===== src/rtl/fb_wr_arbiter.sv =====
// fb_wr_arbiter
//   Round-robin write arbiter that merges NREQ pixel-write streams into a
//   single framebuffer write port. One requester owns the port per grant.
//   A grant lasts for up to BURST_LEN accepted beats, or until that
//   requester drops valid. Accepted beats appear on the write port one
//   cycle later. Beats whose address is outside the framebuffer are
//   consumed without being written, and they raise a sticky error flag.
//
// Ports
//   clk_i        single clock
//   rst_i        synchronous, active-high reset
//   en_i         global write gate; while low nothing is accepted and a grant is frozen
//   req_valid_i  per-requester write valid                        [NREQ]
//   req_ready_o  per-requester accept (combinational)             [NREQ]
//   req_addr_i   packed per-requester pixel address               [NREQ*ADDR_BITS]
//   req_data_i   packed per-requester 24-bit pixel data           [NREQ*24]
//   pxl_addr_o   framebuffer write address (registered)
//   pxl_data_o   framebuffer write data (registered)
//   pxl_en_o     framebuffer write strobe (registered)
//   grant_o      one-hot owner of the port, zero when idle
//   busy_o       high while a grant is active
//   oob_err_o    sticky flag: an out-of-range address was accepted
module fb_wr_arbiter #(
  parameter  int NREQ      = 4,
  parameter  int PIXELS    = 921600,
  parameter  int BURST_LEN = 16,
  localparam int ADDR_BITS = $clog2(PIXELS),
  localparam int PTR_BITS  = $clog2(NREQ)
) (
  input  logic                      clk_i,
  input  logic                      rst_i,
  input  logic                      en_i,
  input  logic [NREQ-1:0]           req_valid_i,
  output logic [NREQ-1:0]           req_ready_o,
  input  logic [NREQ*ADDR_BITS-1:0] req_addr_i,
  input  logic [NREQ*24-1:0]        req_data_i,
  output logic [ADDR_BITS-1:0]      pxl_addr_o,
  output logic [23:0]               pxl_data_o,
  output logic                      pxl_en_o,
  output logic [NREQ-1:0]           grant_o,
  output logic                      busy_o,
  output logic                      oob_err_o
);

  typedef enum logic {
    ST_IDLE  = 1'b0,
    ST_GRANT = 1'b1
  } state_t;

  // One extra bit so that PIXELS itself is representable when it is a power of two.
  localparam logic [ADDR_BITS:0] PIX_LIMIT = (ADDR_BITS+1)'(PIXELS);
  localparam logic [7:0]         LAST_BEAT = 8'(BURST_LEN - 1);
  localparam logic [PTR_BITS-1:0] LAST_IDX = PTR_BITS'(NREQ - 1);

  // First valid requester at or above ptr, wrapping at NREQ (not at 2^PTR_BITS).
  // The loop runs downward so the smallest distance from ptr wins.
  function automatic logic [PTR_BITS-1:0] rr_pick(input logic [NREQ-1:0]     valid,
                                                  input logic [PTR_BITS-1:0] ptr);
    int idx;
    rr_pick = ptr;
    for (int k = NREQ - 1; k >= 0; k--) begin
      idx = int'(ptr) + k;
      if (idx >= NREQ) idx = idx - NREQ;
      if (valid[idx]) rr_pick = PTR_BITS'(idx);
    end
  endfunction

  function automatic logic addr_in_range(input logic [ADDR_BITS-1:0] a);
    return ({1'b0, a} < PIX_LIMIT);
  endfunction

  function automatic logic [PTR_BITS-1:0] next_ptr(input logic [PTR_BITS-1:0] idx);
    return (idx == LAST_IDX) ? '0 : idx + PTR_BITS'(1);
  endfunction

  state_t                 state_q,    state_d;
  logic [PTR_BITS-1:0]    rr_ptr_q,   rr_ptr_d;
  logic [PTR_BITS-1:0]    gnt_idx_q,  gnt_idx_d;
  logic [7:0]             beat_cnt_q, beat_cnt_d;
  logic                   pxl_en_q,   pxl_en_d;
  logic [ADDR_BITS-1:0]   pxl_addr_q, pxl_addr_d;
  logic [23:0]            pxl_data_q, pxl_data_d;
  logic                   oob_err_q,  oob_err_d;

  logic [NREQ-1:0]        grant_vec;
  logic                   sel_valid;
  logic [ADDR_BITS-1:0]   sel_addr;
  logic [23:0]            sel_data;
  logic                   active;
  logic                   xfer;

  // Requester currently owning the port (valid/addr/data mux).
  always_comb begin
    grant_vec = '0;
    sel_valid = 1'b0;
    sel_addr  = '0;
    sel_data  = '0;
    for (int i = 0; i < NREQ; i++) begin
      if (gnt_idx_q == PTR_BITS'(i)) begin
        grant_vec[i] = 1'b1;
        sel_valid    = req_valid_i[i];
        sel_addr     = req_addr_i[i*ADDR_BITS +: ADDR_BITS];
        sel_data     = req_data_i[i*24 +: 24];
      end
    end
  end

  // Reset masks the handshake outputs in the same cycle, so a beat offered
  // while rst_i is high is never accepted.
  assign active      = (state_q == ST_GRANT) && !rst_i;
  assign busy_o      = active;
  assign grant_o     = active ? grant_vec : '0;
  assign req_ready_o = (active && en_i) ? grant_vec : '0;
  assign xfer        = active && en_i && sel_valid;

  always_comb begin
    state_d    = state_q;
    rr_ptr_d   = rr_ptr_q;
    gnt_idx_d  = gnt_idx_q;
    beat_cnt_d = beat_cnt_q;
    pxl_en_d   = 1'b0;
    pxl_addr_d = pxl_addr_q;
    pxl_data_d = pxl_data_q;
    oob_err_d  = oob_err_q;

    case (state_q)
      ST_IDLE: begin
        if (en_i && (|req_valid_i)) begin
          state_d    = ST_GRANT;
          gnt_idx_d  = rr_pick(req_valid_i, rr_ptr_q);
          beat_cnt_d = '0;
        end
      end
      ST_GRANT: begin
        // With en_i low the grant is frozen: no beat, no release.
        if (en_i) begin
          if (!sel_valid || (beat_cnt_q == LAST_BEAT)) begin
            state_d    = ST_IDLE;
            rr_ptr_d   = next_ptr(gnt_idx_q);
            beat_cnt_d = '0;
          end else begin
            beat_cnt_d = beat_cnt_q + 8'd1;
          end
        end
      end
      default: state_d = ST_IDLE;
    endcase

    // Out-of-range beats are consumed but never reach the framebuffer.
    if (xfer) begin
      if (addr_in_range(sel_addr)) begin
        pxl_en_d   = 1'b1;
        pxl_addr_d = sel_addr;
        pxl_data_d = sel_data;
      end else begin
        oob_err_d  = 1'b1;
      end
    end
  end

  always_ff @(posedge clk_i) begin
    if (rst_i) begin
      state_q    <= ST_IDLE;
      rr_ptr_q   <= '0;
      gnt_idx_q  <= '0;
      beat_cnt_q <= '0;
      pxl_en_q   <= 1'b0;
      pxl_addr_q <= '0;
      pxl_data_q <= '0;
      oob_err_q  <= 1'b0;
    end else begin
      state_q    <= state_d;
      rr_ptr_q   <= rr_ptr_d;
      gnt_idx_q  <= gnt_idx_d;
      beat_cnt_q <= beat_cnt_d;
      pxl_en_q   <= pxl_en_d;
      pxl_addr_q <= pxl_addr_d;
      pxl_data_q <= pxl_data_d;
      oob_err_q  <= oob_err_d;
    end
  end

  assign pxl_en_o   = pxl_en_q;
  assign pxl_addr_o = pxl_addr_q;
  assign pxl_data_o = pxl_data_q;
  assign oob_err_o  = oob_err_q;

endmodule


===== config.mk =====
export PLATFORM = sky130hd
export DESIGN_NAME = fb_wr_arbiter
export DESIGN_NICKNAME = d
export VERILOG_FILES = /design/src/rtl/fb_wr_arbiter.sv
export SDC_FILE = /design/constraint.sdc
export NUM_CORES = 1
export LEC_CHECK = 0
export ABC_AREA = 1
export CAP_MARGIN = 10
export CORE_MARGIN = 1
export CORE_UTILIZATION = 40
export CTS_CLUSTER_DIAMETER = 80
export CTS_CLUSTER_SIZE = 24
export DETAILED_ROUTE_END_ITERATION = 6
export HOLD_SLACK_MARGIN = 0.12
export MAX_ROUTING_LAYER = met4
export PLACE_DENSITY = 0.89
export SYNTH_ARGS = -nofsm -noshare
export SYNTH_HDL_FRONTEND = slang
export SYNTH_SLANG_ARGS = --single-unit

===== constraint.sdc =====
create_clock -name clk_i -period 2.2 [get_ports clk_i]
set_input_delay 0.44 -clock clk_i [delete_from_list [all_inputs] [get_ports clk_i]]
set_output_delay 0.44 -clock clk_i [all_outputs]
set_load 0.05 [all_outputs]

### Word-level counts from Yosys, hierarchy flattened

Index checks and enable logic that the tools add are counted.

| operators by class | value |
|---|---|
| muxes and demuxes | 56 |
| shift-type cells | 0 |
| bitwise logic cells | 3 |
| multipliers | 0 |
| magnitude comparators | 9 |
| reductions and logical operators | 15 |
| equality and inequality tests | 6 |
| $add $sub $neg | 9 |
| div/mod/pow operators | 0 |

Operators with widths:

| kind | count |
|---|---|
| 2-to-1 mux 32 bit | 12 |
| less-than comparator 32 x 4 -> 1 bit, second input constant | 4 |
| 2-to-1 mux 24 bit | 4 |
| 2-to-1 mux 20 bit | 4 |
| 2-to-1 mux 8 bit | 3 |
| less-than comparator 20 bit, second input constant | 1 |
| 2-to-1 mux 1 bit | 20 |
| case mux 8 bit (2 select lines) | 1 |
| subtractor 3 x 3 -> 4 bit, second input constant | 3 |
| 2-to-1 mux 2 bit | 5 |
| greater-or-equal comparator 3 bit, second input constant | 3 |
| adder 8 x 1 -> 8 bit, second input constant | 1 |
| binary-select mux 1 bit (select 2 bit) | 4 |
| equality test 8 x 4 -> 1 bit, second input constant | 1 |
| 2-to-1 mux 4 bit | 2 |
| AND reduction 2 bit | 4 |
| adder 2 x 2 -> 3 bit, second input constant | 2 |
| equality test 2 bit, second input constant | 2 |
| logical AND 1 bit | 4 |
| inequality test 2 bit, second input constant | 2 |
| OR reduction 4 bit | 1 |
| subtractor 2 x 3 -> 4 bit, second input constant | 1 |
| adder 2 x 1 -> 3 bit, second input constant | 1 |
| greater-or-equal comparator 2 x 3 -> 1 bit, second input constant | 1 |
| 9 further kinds | 12 |

| word-level totals | value |
|---|---|
| word-level logic and storage cells | 106 |
| output and inout bits | 55 |
| bits in latches | 0 |
| memories | 0 |
| memory bits (read-only) | 0 |
| memory bits (writable) | 0 |
| register bits after elaboration | 59 |
| input port bits | 183 |

### Depth between registers and ports, before layout

| logic depth | value |
|---|---|
| depth in word-level cells | 12 |
| gate-level depth with buffers | 16 |

### Worst setup path after synthesis

No wires, ideal clock.

| timing path | value |
|---|---|
| kind | input -> output |
| from | input rst_i |
| to | output grant_o[0] |
| setup slack | -0.254 ns |
| arrival time | 2.014 ns |
| stages on the path | 3 |
| cells stage by stage | nor2_1 inv_1 nor2_1 |

| on the way | value |
|---|---|
| cells in the longest elaborated chain, start to end | 3 |

RTL lines:

| item | RTL line | text |
|---|---|---|
| from (decl) | 31 | `input logic rst_i,` |
| logical NOT 1 bit | 110 | `assign active = (state_q == ST_GRANT) && !rst_i;` |
| logical AND 1 bit | 110 |  |
| 2-to-1 mux 4 bit | 112 | `assign grant_o = active ? grant_vec : '0;` |
| to (decl) | 40 | `output logic [NREQ-1:0] grant_o,` |

Every way passes these cells.

### Final worst setup path

| timing path | value |
|---|---|
| from | input rst_i |
| to | output req_ready_o[2] |

| on the way | value |
|---|---|
| cells in the longest elaborated chain, start to end | 4 |

RTL lines:

| item | RTL line | text |
|---|---|---|
| logical NOT 1 bit | 110 |  |
| logical AND 1 bit | 110 |  |
| logical AND 1 bit | 113 | `assign req_ready_o = (active && en_i) ? grant_vec : '0;` |
| 2-to-1 mux 4 bit | 113 |  |
| to (decl) | 34 | `output logic [NREQ-1:0] req_ready_o,` |

Every way passes these cells.

==> results.sh <==
export IMPL_cts_sinks=59
export IMPL_synth_top_family_by_area="simple AND/OR/NAND/NOR gates"
export IMPL_gp_congestion=0.910
export IMPL_synth_fp_nets=912
export IMPL_ys_seq_area_share_pct=27.0
export IMPL_yosys_area_share_xor_xnor_pct=0.601
export IMPL_avgSynthCellArea_um2=6.03
export IMPL_cts_tree="done"
export IMPL_syn_area_mm2=0.00437
export IMPL_dp_cells=1074
export IMPL_period_minus_slack_ns=2.15
export IMPL_final_nets=1152
export IMPL_design_area_mm2=0.00741
export IMPL_synth_area_leader_cell="dfxtp_1"
export IMPL_wire_per_inst_um=15.2
export IMPL_critPathMaxFanout=6
export IMPL_num_rows=37
export IMPL_synthSimpleGateAreaFrac_pct=35.4
export IMPL_pin_count=238
export IMPL_path_cells="clkdlybuf4s50_1 -> clkinv_1 -> nand2_1 -> nor2_1 -> buf_4"
export IMPL_grt_busiest_layer="met2"
export IMPL_core_area_mm2=0.0105
export IMPL_timing_fmax_mhz=466
export IMPL_worst_setup_path_end_kind="primary output"
export IMPL_use_met2_pct=51.9
export IMPL_drcViolationCount=0
export IMPL_outcome="complete, no violations"
export IMPL_yosysUniqueCellTypes=30
export IMPL_hold_buffers=0
export IMPL_synthCells=724
export IMPL_cpPeakStageDelay_ns=0.62
export IMPL_grt_ovfl_total=0
export IMPL_finalSetupViolCount=0
export IMPL_hold_violations=0
export IMPL_synth_compound_area_share_pct=25.3
export IMPL_synth_seq_cells=59
export IMPL_grt_use_total_pct=28.6
export IMPL_pwr_density_cell_mw_per_mm2=531
export IMPL_numCtsBuffers=9
export IMPL_area_delta_synth_final_pct=69.6
export IMPL_cts_root_buf="clkbuf_8"
export IMPL_synthAdderAreaFrac_pct=1.43
export IMPL_tns_ns=0
export IMPL_dieArea_mm2=0.0113
export IMPL_critPathSlowestCell="clkdlybuf4s50_1"
export IMPL_path_delay_family="buffers and inverters"
export IMPL_place_port_buffers=237
export IMPL_vias=5721
export IMPL_initial_core_util_pct=41.8
export IMPL_die_w_um=107
export IMPL_grt_pass1_wl_um=25100
export IMPL_start_kind="input port"
export IMPL_dieHeight_um=107
export IMPL_netlist_area_leader_share_pct=27.0
export IMPL_slew_headroom_pct=61.2
export IMPL_grt_pass1_vias=5398
export IMPL_grt_start_max_net_pins=63
export IMPL_critPathKind="input port to primary output"
export IMPL_drt_iter0_drc=378
export IMPL_worst_pin_slew_ns=0.580
export IMPL_clockBufferDepth=2
export IMPL_n_antenna_cell=0
export IMPL_period_share_pct=97.6
export IMPL_grtUsageMet1_pct=30.0
export IMPL_utilization_pct=70.8
export IMPL_nFillCells=862
export IMPL_power_mw=3.93
export IMPL_antenna_left=0
export IMPL_hold_path_class="flip-flop to flip-flop"
export IMPL_worstPathRequired_ns=1.76
export IMPL_ir_drop_uv=345
export IMPL_crit_arrival_ns=1.71
export IMPL_leakagePower_nw=3.15
export IMPL_cap_violations=0
export IMPL_wl_um=16800
export IMPL_clock_latency_ns=0.33
export IMPL_synthTopCellsByArea="dfxtp_1, nand2_1, o21ai_0"
export IMPL_cts_htree_levels=3
export IMPL_synth_area_mux_share_pct=0
export IMPL_yosys_warnings=0
export IMPL_viasPerCell=5.18
export IMPL_grtUsageMet3_pct=5.52
export IMPL_path_buf_inv=3
export IMPL_maxSlewViolCount=0
export IMPL_fin_skew_ns=0.00782
export IMPL_stdcell_count=1104
export IMPL_clk_pin_slew_ns=0.07
export IMPL_firstDrtPassIters=5
export IMPL_drive_above_1_share_pct=13.3
export IMPL_antenna_found_initial=0
export IMPL_hpwl_um=12000
export IMPL_dpl_instance_area_mm2=0.00694
-- final timing paths --
check	startpoint	slack, ns	cells after the start	endpoint
hold / removal	beat_cnt_q[6]$_SDFFE_PP0P_	0.47	2	beat_cnt_q[6]$_SDFFE_PP0P_
setup / recovery	rst_i	0.05	5	req_ready_o[2]
setup reg to reg	gnt_idx_q[0]$_SDFFE_PP0P_	0.10	14	pxl_data_o[22]$_SDFFE_PP0P_
hold reg to reg	beat_cnt_q[6]$_SDFFE_PP0P_	0.47	2	beat_cnt_q[6]$_SDFFE_PP0P_
-- registers in the layout, summed over array words and instances, names as in the netlist --
| register | cells |
|---|---|
| gnt_idx_q | 2 |
| pxl_addr_o | 20 |
| oob_err_o | 1 |
| pxl_en_o | 1 |
| rr_ptr_q | 2 |
| pxl_data_o | 24 |
| beat_cnt_q | 8 |
| state_q | 1 |
-- power by group --
part	internal (mW)	leakage [nW]	switching [mW]	total (mW)
registers	1.11	0.479	0.0344	1.14
clock network	0.663	0.102	0.441	1.10
logic	0.778	2.57	0.908	1.69
-- synthesized netlist by cell type --
library cell	count
a21oi_1	70
a21oi_2	32
a21oi_4	1
a22oi_2	1
a31oi_1	1
and2_1	2
and3_1	2
buf_1	7
buf_2	18
buf_4	1
buf_6	7
buf_8	3
clkbuf_1	18
dfxtp_1	59
ha_1	5
inv_1	31
inv_2	4
nand2_1	226
nand2_2	2
nand3_1	59
nand3_2	2
nand4_1	6
nor2_1	70
nor2_4	2
nor3_1	2
o21ai_0	83
o21ai_1	5
or2_1	1
or2_2	1
xor2_1	3
-- repair_timing --
| item | in CTS | in global routing |
|---|---|---|
| gates resized for setup | 5 | 19 |
| setup endpoints to repair | 30 | 43 |
| buffers inserted | 2 | 9 |
| pin swaps | 1 | 5 |
| gates cloned | 1 | 3 |
-- worst min-delay path, cell delays in order (launching register included) --
cell and delay [ns]:
dfxtp_1 0.31, nand2_1 0.06, a21oi_1 0.06
-- logic make-up (layout without fill, tap and decap cells) --
logic type	count (synthesis)	count (layout)
DFF	59	59
xor gates and xnor gates	3	3
AOI/OAI and AO/OA	193	193
adders and majority gates	5	5
and+or+nand+nor	375	376
buffers and inverters	89	332
-- metrics by stage --
step	hold slack, ns	setup slack, ns
floorplan	0.445	0.0464
global placement	0.442	0.0248
detailed placement	0.454	-0.0201
CTS	0.466	-0.0131
global route	0.485	-0.0223
finish	0.469	0.0531
-- final cells by class --
class                           instances  area [um^2]  area share [%]
Clock inverter                          4         75.1            1.01
Inverter                               35          146            1.98
Sequential cell                        59         1190            16.0
Multi-Input combinational cell        577         2820            38.1
Tap cell                              136          170            2.30
Clock buffer                           11          141            1.91
Timing Repair Buffer                  282         2870            38.7
-- layout by cell type, fill, tap and decap left out, types with 9 or more instances in the layout --
| master | count |
|---|---|
| a21oi_2 | 32 |
| o21ai_0 | 83 |
| clkbuf_8 | 10 |
| a21oi_1 | 70 |
| clkdlybuf4s50_1 | 228 |
| buf_12 | 9 |
| dfxtp_1 | 57 |
| buf_4 | 40 |
| nand3_1 | 59 |
| nor2_1 | 64 |
| inv_1 | 28 |
| nand2_1 | 225 |
-- metal layers --
layer / wire (um) / share of wire (%) / up-vias
met3: 1360 / 8.1 / 39
met5: 0 / 0 / -
met4: 510 / 3.0 / 0
met2: 8510 / 51 / 254
li1: - / - / 2860
met1: 6380 / 38 / 2568
(Power assumes the default switching activity.)
